==> src/rtl/cavlc_pkg.sv <==
// Shared types and constants for the CAVLC macroblock sequencer.
package cavlc_pkg;

  // Default decoded-level width; must track the decoder's LevelOut width.
  localparam int LEVEL_W_DEF = 13;

  // A 4x4 block carries at most 16 coefficients.
  localparam int MAX_COEF = 16;

  // Sequencer state encoding, kept as plain constants for legacy tools.
  typedef logic [2:0] cavlc_seq_state_e;
  localparam cavlc_seq_state_e ST_IDLE   = 3'd0;
  localparam cavlc_seq_state_e ST_LAUNCH = 3'd1;
  localparam cavlc_seq_state_e ST_DECODE = 3'd2;
  localparam cavlc_seq_state_e ST_CLOSE  = 3'd3;
  localparam cavlc_seq_state_e ST_DONE   = 3'd4;
  localparam cavlc_seq_state_e ST_ERR    = 3'd5;

  // Error codes reported on ErrCode.
  typedef logic [1:0] cavlc_err_e;
  localparam cavlc_err_e ERR_NONE    = 2'd0;
  localparam cavlc_err_e ERR_OVERRUN = 2'd1;
  localparam cavlc_err_e ERR_TMO     = 2'd2;

endpackage

==> src/rtl/cavlc_mb_sequencer.sv <==
// Macroblock-level controller for the CAVLC residual decoder: launches one
// decode per 4x4 block, maps decoded levels to coefficient-RAM addresses,
// reports per-block coefficient counts and guards against overrun and hang.
module cavlc_mb_sequencer
  import cavlc_pkg::*;
#(
  parameter int NUM_BLK = 16,
  parameter int LEVEL_W = LEVEL_W_DEF,
  parameter int TMO_CYC = 1024
) (
  input  logic                        Clk,
  input  logic                        nReset,
  input  logic                        MbStart,
  output logic                        MbBusy,
  output logic                        MbDone,
  output logic                        CavlcStart,
  input  logic                        CavlcWrReq,
  input  logic [LEVEL_W-1:0]          CavlcLevel,
  input  logic                        CavlcBlockDone,
  output logic                        CoefWrEn,
  output logic [$clog2(NUM_BLK)+3:0]  CoefWrAddr,
  output logic [LEVEL_W-1:0]          CoefWrData,
  output logic [$clog2(NUM_BLK)-1:0]  BlkIdx,
  output logic                        BlkDoneStb,
  output logic [4:0]                  BlkTotalCoeff,
  output logic                        Err,
  output logic [1:0]                  ErrCode
);

  localparam int BLK_W  = $clog2(NUM_BLK);
  localparam int ADDR_W = BLK_W + 4;
  localparam int TMO_W  = $clog2(TMO_CYC + 1);

  cavlc_seq_state_e   state_q, state_d;
  logic               mb_start_q, mb_start_d;   // accepted MbStart, one cycle
  logic [BLK_W-1:0]   blk_idx_q, blk_idx_d;
  logic [4:0]         coef_idx_q, coef_idx_d;   // 0..16, never wraps
  logic [TMO_W-1:0]   tmo_cnt_q, tmo_cnt_d;
  logic               wr_en_q, wr_en_d;
  logic [ADDR_W-1:0]  wr_addr_q, wr_addr_d;
  logic [LEVEL_W-1:0] wr_data_q, wr_data_d;
  logic               err_q, err_d;
  cavlc_err_e         err_code_q, err_code_d;

  // Next-state, counter, write-port and error logic.
  always_comb begin
    // NOTE: every target gets a default first so no path can infer a latch.
    state_d    = state_q;
    mb_start_d = 1'b0;
    blk_idx_d  = blk_idx_q;
    coef_idx_d = coef_idx_q;
    tmo_cnt_d  = tmo_cnt_q;
    wr_en_d    = 1'b0;
    wr_addr_d  = wr_addr_q;
    wr_data_d  = wr_data_q;
    err_d      = err_q;
    err_code_d = err_code_q;

    case (state_q)
      ST_IDLE: begin
        // MbStart is registered once so the first launch lands two cycles
        // after the request, matching the block-to-block cadence.
        if (mb_start_q) begin
          state_d = ST_LAUNCH;
        end else if (MbStart) begin
          mb_start_d = 1'b1;
          blk_idx_d  = '0;
          err_d      = 1'b0;
          err_code_d = ERR_NONE;
        end
      end
      ST_LAUNCH: begin
        coef_idx_d = '0;
        tmo_cnt_d  = '0;
        state_d    = ST_DECODE;
      end
      ST_DECODE: begin
        if (CavlcWrReq && (coef_idx_q == 5'(MAX_COEF))) begin
          // A 17th level cannot belong to a 4x4 block; drop it and abort.
          state_d    = ST_ERR;
          err_d      = 1'b1;
          err_code_d = ERR_OVERRUN;
        end else begin
          if (CavlcWrReq) begin
            wr_en_d    = 1'b1;
            wr_addr_d  = {blk_idx_q, coef_idx_q[3:0]};
            wr_data_d  = CavlcLevel;
            coef_idx_d = coef_idx_q + 5'd1;
          end
          // BlockDone wins over a timeout in the same cycle.
          if (CavlcBlockDone) begin
            state_d = ST_CLOSE;
          end else if (tmo_cnt_q == TMO_W'(TMO_CYC - 1)) begin
            state_d    = ST_ERR;
            err_d      = 1'b1;
            err_code_d = ERR_TMO;
          end else begin
            tmo_cnt_d = tmo_cnt_q + TMO_W'(1);
          end
        end
      end
      ST_CLOSE: begin
        if (blk_idx_q == BLK_W'(NUM_BLK - 1)) begin
          state_d = ST_DONE;
        end else begin
          blk_idx_d = blk_idx_q + BLK_W'(1);
          state_d   = ST_LAUNCH;
        end
      end
      ST_DONE: state_d = ST_IDLE;
      ST_ERR:  state_d = ST_IDLE;
      default: state_d = ST_IDLE;
    endcase
  end

  // State and output registers; reset aborts any macroblock in flight.
  always_ff @(posedge Clk or negedge nReset) begin
    if (!nReset) begin
      state_q    <= ST_IDLE;
      mb_start_q <= 1'b0;
      blk_idx_q  <= '0;
      coef_idx_q <= '0;
      tmo_cnt_q  <= '0;
      wr_en_q    <= 1'b0;
      wr_addr_q  <= '0;
      wr_data_q  <= '0;
      err_q      <= 1'b0;
      err_code_q <= ERR_NONE;
    end else begin
      // NOTE: non-blocking so every flop updates from pre-edge values.
      state_q    <= state_d;
      mb_start_q <= mb_start_d;
      blk_idx_q  <= blk_idx_d;
      coef_idx_q <= coef_idx_d;
      tmo_cnt_q  <= tmo_cnt_d;
      wr_en_q    <= wr_en_d;
      wr_addr_q  <= wr_addr_d;
      wr_data_q  <= wr_data_d;
      err_q      <= err_d;
      err_code_q <= err_code_d;
    end
  end

  assign MbBusy        = mb_start_q || (state_q == ST_LAUNCH) ||
                         (state_q == ST_DECODE) || (state_q == ST_CLOSE);
  assign MbDone        = (state_q == ST_DONE);
  assign CavlcStart    = (state_q == ST_LAUNCH);
  assign BlkDoneStb    = (state_q == ST_CLOSE);
  assign BlkTotalCoeff = (state_q == ST_CLOSE) ? coef_idx_q : 5'd0;
  assign BlkIdx        = blk_idx_q;
  assign CoefWrEn      = wr_en_q;
  assign CoefWrAddr    = wr_addr_q;
  assign CoefWrData    = wr_data_q;
  assign Err           = err_q;
  assign ErrCode       = err_code_q;

endmodule

==> config.mk <==
export PLATFORM = sky130hd
export DESIGN_NAME = cavlc_mb_sequencer
export DESIGN_NICKNAME = d
export VERILOG_FILES = /design/src/rtl/cavlc_pkg.sv /design/src/rtl/cavlc_mb_sequencer.sv
export SDC_FILE = /design/constraint.sdc
export NUM_CORES = 1
export LEC_CHECK = 0
export ABC_CLOCK_PERIOD_IN_PS = 2000
export CAP_MARGIN = 20
export CORE_AREA = 2 2 61 85
export CTS_CLUSTER_SIZE = 25
export DETAILED_ROUTE_END_ITERATION = 7
export DIE_AREA = 0 0 63 87
export DONT_BUFFER_PORTS = 1
export PLACE_DENSITY = 0.66
export SLEW_MARGIN = 20
export SYNTH_ARGS = -nofsm -noshare
export SYNTH_HDL_FRONTEND = slang
export SYNTH_SLANG_ARGS = --single-unit
==> constraint.sdc <==
create_clock -name Clk -period 2 [get_ports Clk]
set_clock_uncertainty 0.2 [all_clocks]
set_input_delay 0 -clock Clk [delete_from_list [all_inputs] [get_ports Clk]]
set_output_delay 0 -clock Clk [all_outputs]
set_load 0.02 [all_outputs]
==> impl_metrics.ini <==
[pwr]
max-vdd-ir-drop_uv = 847
cellLeakagePower_nw = 1.30
powerDensity_nw_per_um2 = 1260

[final_layout]
nNetsFinal = 266
drive_gt1_share_pct = 26.9
fillers = 404
final_area_sq_um = 2860
diodes = 0
regArea_sq_um = 1230
final_cells = 309
multiInputGateArea_sq_um = 1050
fin_util_pct = 59.9
area_delta_synth_final_pct = 25.5

[global_route]
antenna_found_initial = 0
grt_overflow = 0
grt_pass1_vias = 1759
grt_max_degree = 50
grt_pass1_wl_um = 7910
grt_use_total_pct = 18.2

[worst_setup_path]
crit_path_max_incr_delay_ns = 0.48
critPathTopFamily = simple AND/OR/NAND/NOR gates
cp-start-kind = flop
cp_num_buf_inv = 2
r2r-end = tmo_cnt_q[8]$_DFFE_PN0P_
cp.arrival_ns = 2.02
critPathMaxFanout = 6
cp-end-kind = flop
reg2reg_from = coef_idx_q[0]$_DFFE_PN0P_
rrSetupSlack_ns = 0.01
cp.required_ns = 2.03
cp_cell_sequence = inv_2 > ha_4 > nor4bb_1 > buf_4 > a21o_4 > or4_4 > a21oi_2
criticalPathCategory = reg2reg
slowest_stage = or4_4
worstRegToRegCells = 7

[route]
dr.pass1.iters = 4
first_iter_violations = 166
highest_layer = met4
vias = 1708
wl_met1_um = 1910
wl_met3_um = 325
drcViolationCount = 0
wire_per_inst_um = 15.6
drt_wl_total_um = 4820
ant_nets = 0
wl_met2_um = 2510
vias_per_cell = 5.53

[synth]
ys_seq_area_share_pct = 53.9
syn_area_per_cell_sq_um = 11.3
synth_area_leader_cell = dfrtp_1
async_flop_share_pct = 100
yosysMostFrequentCell = dfrtp_1
synth_cell_types = 45
ys_ff_latch = 49
yosysTopAreaCellShare_pct = 53.9
synthTopCellsByArea = dfrtp_1, mux2_2, nand2_1, ha_1, mux2i_1
yosysWarningCount = 0
synth_edf_count = 0
synth_cells = 201
synth_area_sq_um = 2280
ys.flop_type = dfrtp_1
synth_fp_nets = 223
ys_top_cells_by_count = dfrtp_1, mux2_2, nand2_1, nor2_1, nand3_1

[placement]
placed_area_sq_um = 2480
place_congestion = 0.822
place_inst = 276
port_buffers = 0
dp_hpwl_um = 3320

[floorplanning]
core-area_sq_um = 4770
rows = 30
start_util_pct = 47.7
die-area_sq_um = 5480
die_x_um = 63
boundaryPins = 56
die_h_um = 87

[sta]
setup_viol = 0
slew_violations = 0
whs_ns = 0.00618
worstMarginPinSlew_ns = 0.500
setup_tns_ns = 0
period_share_pct = 99.4
layout_min_cycle_time_ns = 1.99
max_freq_ghz = 0.503
max-slew-margin-rel_pct = 66.6
hold_viol = 0
rsz0062_at_grt = true

[clock_network]
cts_buffers = 5
clock_latency_ns = 0.29
cts_max_level = 2
cts_root_buf = clkbuf_8
cts_buffer_depth = 2
cts.sinks = 49
clkSlewWorstSetupHoldPaths_ns = 0.09
cts_tree = yes

[worst_hold_path]
hold_path_class = in2async

[outcome]
status = completed

[run]
cap_viol_max_count = 0
==> report_power, final <==
| group | internal (mW) | total [mW] | switching [mW] |
|---|---|---|---|
| Clock | 0.243 | 0.549 | 0.306 |
| Sequential | 1.28 | 1.70 | 0.424 |
| Combinational | 0.662 | 1.36 | 0.700 |
| Total | 2.18 | 3.61 | 1.43 |
==> flip-flops by register name (all words and copies together), names as in the netlist <==
name,flops
CoefWrData,13
tmo_cnt_q,11
CoefWrAddr,8
coef_idx_q,5
BlkIdx,4
state_q,3
ErrCode,2
CoefWrEn,1
Err,1
mb_start_q,1
==> layout by cell type (no fill, tap or decap), drive strengths merged, types with 6 or more instances in the layout <==
cell type	Yosys	routed
a21oi	6	6
dlygate4sd3	0	17
nor2	11	11
dfrtp	49	49
nand3	10	10
mux2	20	20
buf	3	25
clkbuf	4	6
o21ai	8	8
nand2	16	16
inv	7	7
==> routing by layer <==
| metal | up-vias | GRT usage [%] |
|---|---|---|
| met3 | 6 | 4.66 |
| met5 | - | 0 |
| met1 | 830 | 21.7 |
| met4 | 0 | 5.45 |
| met2 | 65 | 32.3 |
| li1 | 807 | - |
==> cells by family after synthesis <==
| kind of cell | Yosys count | share of synthesized area, % |
|---|---|---|
| flip-flops | 49 | 53.9 |
| AND/OR/NAND/NOR | 72 | 18.1 |
| multiplexers | 25 | 12.1 |
| XOR/XNOR | 5 | 1.92 |
| adder cells (fa/ha/maj) | 4 | 2.20 |
| buffers and inverters | 15 | 2.91 |
| AO/OA/AOI/OAI | 31 | 8.85 |
==> layout make-up <==
type	instances	area share (%)
well taps	64	2.80
repair buffers	42	13.7
flip-flops and latches	49	42.9
clock buffers	6	2.54
multi-input cells	138	36.6
clock inverters	2	0.350
inverters	8	1.10
==> what timing repair did <==
item,CTS,global route
setup endpoints to repair,12,12
gates resized for setup,3,7
cloned,0,1
pin swaps,3,2
hold buffers,18,0
endpoints found under the hold margin,81,0
buffers inserted,2,4
==> through the flow <==
stage               total power, mW  setup WS, ns
detailed placement             2.93        -0.137
finish                         3.61        0.0115
floorplan                      2.53       -0.0233
global route                   3.86       -0.0603
global placement               2.87       -0.0283
CTS                            3.57       0.00899
==> worst max-delay path by stage <==
stage	depth (start not counted)	startpoint	endpoint
after global routing	7	coef_idx_q[0]$_DFFE_PN0P_	tmo_cnt_q[8]$_DFFE_PN0P_
final	7	coef_idx_q[0]$_DFFE_PN0P_	tmo_cnt_q[8]$_DFFE_PN0P_
after floorplan	8	coef_idx_q[0]$_DFFE_PN0P_	tmo_cnt_q[8]$_DFFE_PN0P_
after global placement	7	coef_idx_q[1]$_DFFE_PN0P_	state_q[2]$_DFFE_PN0P_
after detailed placement	7	coef_idx_q[1]$_DFFE_PN0P_	tmo_cnt_q[1]$_DFFE_PN0P_
after CTS	7	coef_idx_q[0]$_DFFE_PN0P_	tmo_cnt_q[6]$_DFFE_PN0P_
(Power assumes the default switching activity.)
